<file path="config.mk">
export PLATFORM = sky130hd
export DESIGN_NAME = fifo_rd_serializer
export DESIGN_NICKNAME = d
export VERILOG_FILES = /design/src/rtl/fifo_rd_serializer.sv
export SDC_FILE = /design/constraint.sdc
export NUM_CORES = 1
export LEC_CHECK = 0
export CELL_PAD_IN_SITES_DETAIL_PLACEMENT = 0
export CELL_PAD_IN_SITES_GLOBAL_PLACEMENT = 1
export CORE_MARGIN = 2
export CORE_UTILIZATION = 41
export CTS_CLUSTER_DIAMETER = 80
export DETAILED_ROUTE_END_ITERATION = 10
export PLACE_DENSITY_LB_ADDON = 0.1
export SYNTH_ARGS = -nofsm -noshare
export SYNTH_HDL_FRONTEND = slang
export SYNTH_SLANG_ARGS = --single-unit
</file>
<file path="constraint.sdc">
create_clock -name clk -period 3.2 [get_ports clk]
set_input_delay 0.64 -clock clk [delete_from_list [all_inputs] [get_ports clk]]
set_output_delay 0.64 -clock clk [all_outputs]
set_load 0.005 [all_outputs]
</file>
<file path="src/rtl/fifo_rd_serializer.sv">
// Drains a fall-through FIFO read port and sends each popped word as a framed
// LSB-first serial stream: start, data, optional even parity, stop.
module fifo_rd_serializer #(
  parameter int unsigned DWID    = 16,
  parameter int unsigned BIT_CYC = 4,
  parameter int unsigned PAR_EN  = 1
) (
  input  logic            clk,
  input  logic            rst,
  input  logic            en_i,
  input  logic            empty_i,
  input  logic [DWID-1:0] rdata_i,
  output logic            rd_o,
  output logic            ser_o,
  output logic            busy_o,
  output logic            frm_done_o
);

  localparam int unsigned CW = (BIT_CYC > 1) ? $clog2(BIT_CYC) : 1;
  localparam int unsigned BW = $clog2(DWID);
  localparam logic [CW-1:0] CYC_LAST = CW'(BIT_CYC - 1);
  localparam logic [BW-1:0] BIT_LAST = BW'(DWID - 1);

  typedef enum logic [2:0] {
    IDLE   = 3'd0,
    START  = 3'd1,
    DATA   = 3'd2,
    PARITY = 3'd3,
    STOP   = 3'd4
  } state_e;

  state_e          state_q, state_d;
  logic [CW-1:0]   cyc_q, cyc_d;
  logic [BW-1:0]   bit_q, bit_d;
  logic [DWID-1:0] shreg_q, shreg_d;
  logic            par_q, par_d;
  logic            last_cyc;
  logic            pop;

  always_ff @(posedge clk) begin
    if (rst) begin
      state_q <= IDLE;
      cyc_q   <= '0;
      bit_q   <= '0;
      shreg_q <= '0;
      par_q   <= 1'b0;
    end else begin
      state_q <= state_d;
      cyc_q   <= cyc_d;
      bit_q   <= bit_d;
      shreg_q <= shreg_d;
      par_q   <= par_d;
    end
  end

  // Next-state decode; a pop overrides everything and starts a fresh frame.
  always_comb begin
    state_d    = state_q;
    cyc_d      = '0;
    bit_d      = bit_q;
    shreg_d    = shreg_q;
    par_d      = par_q;
    last_cyc   = (cyc_q == CYC_LAST);
    pop        = !rst && en_i && !empty_i &&
                 ((state_q == IDLE) || ((state_q == STOP) && last_cyc));
    rd_o       = pop;
    busy_o     = (state_q != IDLE);
    frm_done_o = (state_q == STOP) && last_cyc;
    ser_o      = 1'b1;

    if (state_q != IDLE && !last_cyc) begin
      cyc_d = cyc_q + CW'(1);
    end

    case (state_q)
      IDLE: begin
        ser_o = 1'b1;
      end
      START: begin
        ser_o = 1'b0;
        if (last_cyc) state_d = DATA;
      end
      DATA: begin
        ser_o = shreg_q[0];
        if (last_cyc) begin
          shreg_d = {1'b0, shreg_q[DWID-1:1]};
          if (bit_q == BIT_LAST) begin
            bit_d   = '0;
            state_d = (PAR_EN != 0) ? PARITY : STOP;
          end else begin
            bit_d = bit_q + BW'(1);
          end
        end
      end
      PARITY: begin
        ser_o = par_q;
        if (last_cyc) state_d = STOP;
      end
      STOP: begin
        ser_o = 1'b1;
        if (last_cyc) state_d = IDLE;
      end
      default: begin
        ser_o   = 1'b1;
        state_d = IDLE;
      end
    endcase

    if (pop) begin
      shreg_d = rdata_i;
      par_d   = ^rdata_i;
      cyc_d   = '0;
      bit_d   = '0;
      state_d = START;
    end
  end

endmodule

</file>
# After elaboration in Yosys (flattened, before gate mapping)
# Index checks and enable logic that the tools add are counted.
# word_totals
ff_bits,26
in_bits,20
# op_classes
eq_ne,17
mux,12
bitwise,2
reduce_logical,20
n_addsub,2
# ops
cell,count
2-to-1 mux 16 bit,3
XOR reduction 16 bit,1
2-to-1 mux 3 bit,5
!= test 3 bit (second input constant),5
case mux 3 bit (5 select lines),1
!= test 2 bit (second input constant),6
AND reduction 6 bit,2
== test 3 x 2 -> 1 bit (second input constant),2
logical AND 1 bit,5
adder 4 x 1 -> 4 bit (second input constant),1
== test 4 bit (second input constant),1
2-to-1 mux 4 bit,1
AND reduction 2 bit,2
nonzero test 2 bit,2
== test 3 x 1 -> 1 bit (second input constant),1
== test 3 bit (second input constant),1
logical NOT 1 bit,3
logical NOT 3 bit,1
case mux 1 bit (3 select lines),1
nonzero test 3 bit,1
OR reduction 3 bit,1
adder 2 x 1 -> 2 bit (second input constant),1
== test 2 bit (second input constant),1
inverter 1 bit,2
3 further kinds,3

# Depth between registers and ports, before layout
# logic_depth
depth_word,6
depth_mapped,8
depth_no_buf,6

# Worst setup path after synthesis
# OpenSTA, ideal clock, no wires.
# synth_path
path_kind,reg2out
startpoint,reg cyc_q[0]
endpoint,out rd_o
path_stages_with_launch,7
arrival_ns,1.318
slack_ns,1.242
path_cell_list,dfxtp_1 ha_1 buf_2 nand2b_1 and4b_4 buf_2 nor2b_1
# synth_between
elab_chain_len,4
# synth_rtl
item,line_no,text
start: declaration,33,"logic [CW-1:0] cyc_q, cyc_d;"
start signal: assignment,49,cyc_q <= cyc_d;
== test 2 bit,63,last_cyc = (cyc_q == CYC_LAST);
logical AND 1 bit,65,((state_q == IDLE) || ((state_q == STOP) && last_cyc));
logical OR 1 bit,65,
logical AND 1 bit,64,pop = !rst && en_i && !empty_i &&
end: declaration,13,"output logic rd_o,"
# No other way between the ends.

# Worst setup path in the final report
# Same ends and word-level chain as after synthesis.

==> results.md <==
- Status: completed
- Chip height: approximately 60 um
- Yosys reg bits: 26
- Reg clk slew, reported paths: 0.15 ns
- Synth unique cells: 32
- Syn Area/Cell: 8.86 um2
- Final net count: 187
- Post-CTS setup buffer count: 0
- Arr. time, crit path: 2.05 ns
- Total CTS buffers: 3
- Slew Limit Fails: 0
- Initial antenna violation count: 0
- Syn_nets: ~170
- RSZ-0062 raised after global routing: false
- Row cnt: 20
- Die width: roughly 60 um
- Crit share post-route: between 80% and 90%
- Crit end category: output pin
- Pwr dens: 439 nW/um2
- Global-route wire length before repair: 4.23 mm
- RD Place Congestion: 0.681
- Clk sink count: 26
- Ys flop type: dfxtp_1
- Max clock buf depth: 2
- Avg WL per Cell: 12.6 um
- Post-synth ARST share: 0%
- Die area: about 3600 um2
- WP data required: 2.56 ns
- CP Launch Type: flop
- Endpoints failing setup: 0
- EDFF count, synth: 0
- CP Class: reg2out
- Most common cell after layout, fill and taps aside: dfxtp_1
- Relative slew slack: 64.2%
- Peak supply drop: between 0.2 and 0.25 mV
- Synthesized area: 1280 um2
- Net Sw Power: 0.160 mW
- Post-DR vias/cell: 5.28
- GRT overflow: 0
- Antenna cell count: 0
- Crit path max fanout: 10
- Clk_lat worst skew: 0.33 ns
- Sequential share of power: 49.8%
- Syn. warnings: 0
- Setup ws final: just over 0.5 ns
- Slew @ Worst Pin: ~0.54 ns
- Final worst path period need: 2.69 ns
- Layout area overhead: 23.1%
- DRT Pass-1 Iters: 4
- Initial DRC Count: 83
- Detailed Place HPWL: 1.75 mm
- Initial core utilization: a little over two fifths
- Syn Inst Count: 144
- Dpl ws: 0.562 ns
- Gr usage total: 15.5%
- Final hold vios: 0
- Pleak: 0.521 nW
- Max-cap viol count: 0
- Remaining DRCs: 0
- Largest net degree at the start of global routing: 22
- Commonest non-fill, non-tap cells in the layout: dfxtp_1, clkdlybuf4s50_1, nand2_1
- Clk pwr share: 33.1%
- Layout cell share with drive strength beyond 1: 7.32%
- DRT antenna net count: 0
- Sw frac: 23.2%
- H-tree depth: 1
- Core ar.: 3000 um2
- Sequential fraction of the synthesis area: between 40% and 50%
- CTS resizes: 0
- FMAX: 372 MHz
- IO Count: 24
- Worst Skew: 0.0138 ns
- Port buffer count: 23
- Filler instances: 299
- Via count: 1041
- Cts-stage hold buffer count: 0
- Fin Setup TNS: 0 ns
- TritonCTS clock tree: yes
- Logic pwr share: 17.1%
- Min-delay worst type: reg2reg
- P_int: 0.530 mW
- CTS Root Cell: clkbuf_4
- DRT Wirelength: around 2.5 mm
- Vias in the first global route: 939
[path summary, 6_finish.rpt]
path                             from                        to  slack [ns]  cells past startpoint
setup / recovery  cyc_q[0]$_SDFF_PP0_                      rd_o        0.51                      5
hold / removal    cyc_q[0]$_SDFF_PP0_       cyc_q[0]$_SDFF_PP0_        0.45                      1
hold reg to reg   cyc_q[0]$_SDFF_PP0_       cyc_q[0]$_SDFF_PP0_        0.45                      1
setup reg to reg  cyc_q[0]$_SDFF_PP0_  shreg_q[15]$_SDFFE_PP0P_        1.22                      6
[cells by family after synthesis]
group / synth area share, %
mux: 0.784
buf+inv: 4.61
compound gates: 19.9
fa+ha+maj: 1.96
simple gates: 20.3
xor+xnor: 11.7
flops: 40.8
[critical path, cell delays in order, from the launching register on]
cell             delay, ns
dfxtp_1               0.37
ha_1                  0.35
nand2b_1              0.15
and4b_4               0.23
nor2b_1               0.12
clkdlybuf4s50_1       0.50
[cell type report]
cell class | count | area (um2) | area share [%]
multi-input cells | 106 | 697 | 44.3
flip-flops and latches | 26 | 520 | 33.1
repair buffers | 26 | 253 | 16.1
well taps | 33 | 41.3 | 2.63
clock inverters | 1 | 30.0 | 1.91
clock buffers | 3 | 22.5 | 1.43
inverters | 2 | 7.51 | 0.478
[synth_stat cells (3+ instances only)]
cell type / n / area share (%)
dfxtp_1: 26 / 41
a22oi_1: 16 / 9.4
xnor2_1: 13 / 8.9
buf_2: 5 / 2.0
nor2_1: 7 / 2.1
xor2_1: 4 / 2.7
a21oi_1: 18 / 7.1
clkbuf_1: 3 / 0.88
nand2_1: 22 / 6.5
[power groups by stage]
| stage | combinational, mW | sequential [mW] | clock, mW |
|---|---|---|---|
| 2_1_floorplan | 0.0755 | 0.349 | 0 |
| 3_3_place_gp | 0.118 | 0.351 | 0 |
| 3_5_place_dp | 0.120 | 0.351 | 0 |
| 4_1_cts | 0.120 | 0.344 | 0.239 |
| 5_1_grt | 0.130 | 0.346 | 0.249 |
| 6_report | 0.118 | 0.344 | 0.228 |
[layer usage]
metal / part of all wire [%] / up-vias / track usage [%]
li1: - / 545 / -
met1: 48 / 477 / 20.7
met2: 48 / 17 / 25.6
met3: 3.7 / 2 / 2.60
met4: 0.40 / 0 / 4.76
met5: 0 / - / 0
[stage by stage]
step | hold slack, ns | utilization [%] | power, mW | area [um2] | std cells
floorplan | 0.408 | - | 0.425 | 1280 | 144
detailed placement | 0.435 | 50.6 | 0.471 | 1520 | 193
CTS | 0.455 | 52.3 | 0.703 | 1570 | 197
global placement | 0.414 | 50.6 | 0.469 | 1520 | 193
finish | 0.451 | 52.3 | 0.690 | 1570 | 197
global route | 0.481 | 52.3 | 0.725 | 1570 | 197
[flip-flops by register name, summed over array words and instances (netlist names)]
| name | cells |
|---|---|
| bit_q | 4 |
| cyc_q | 2 |
| par_q | 1 |
| shreg_q | 16 |
| state_q | 3 |
Note: power is estimated with default switching activity, not from simulation.
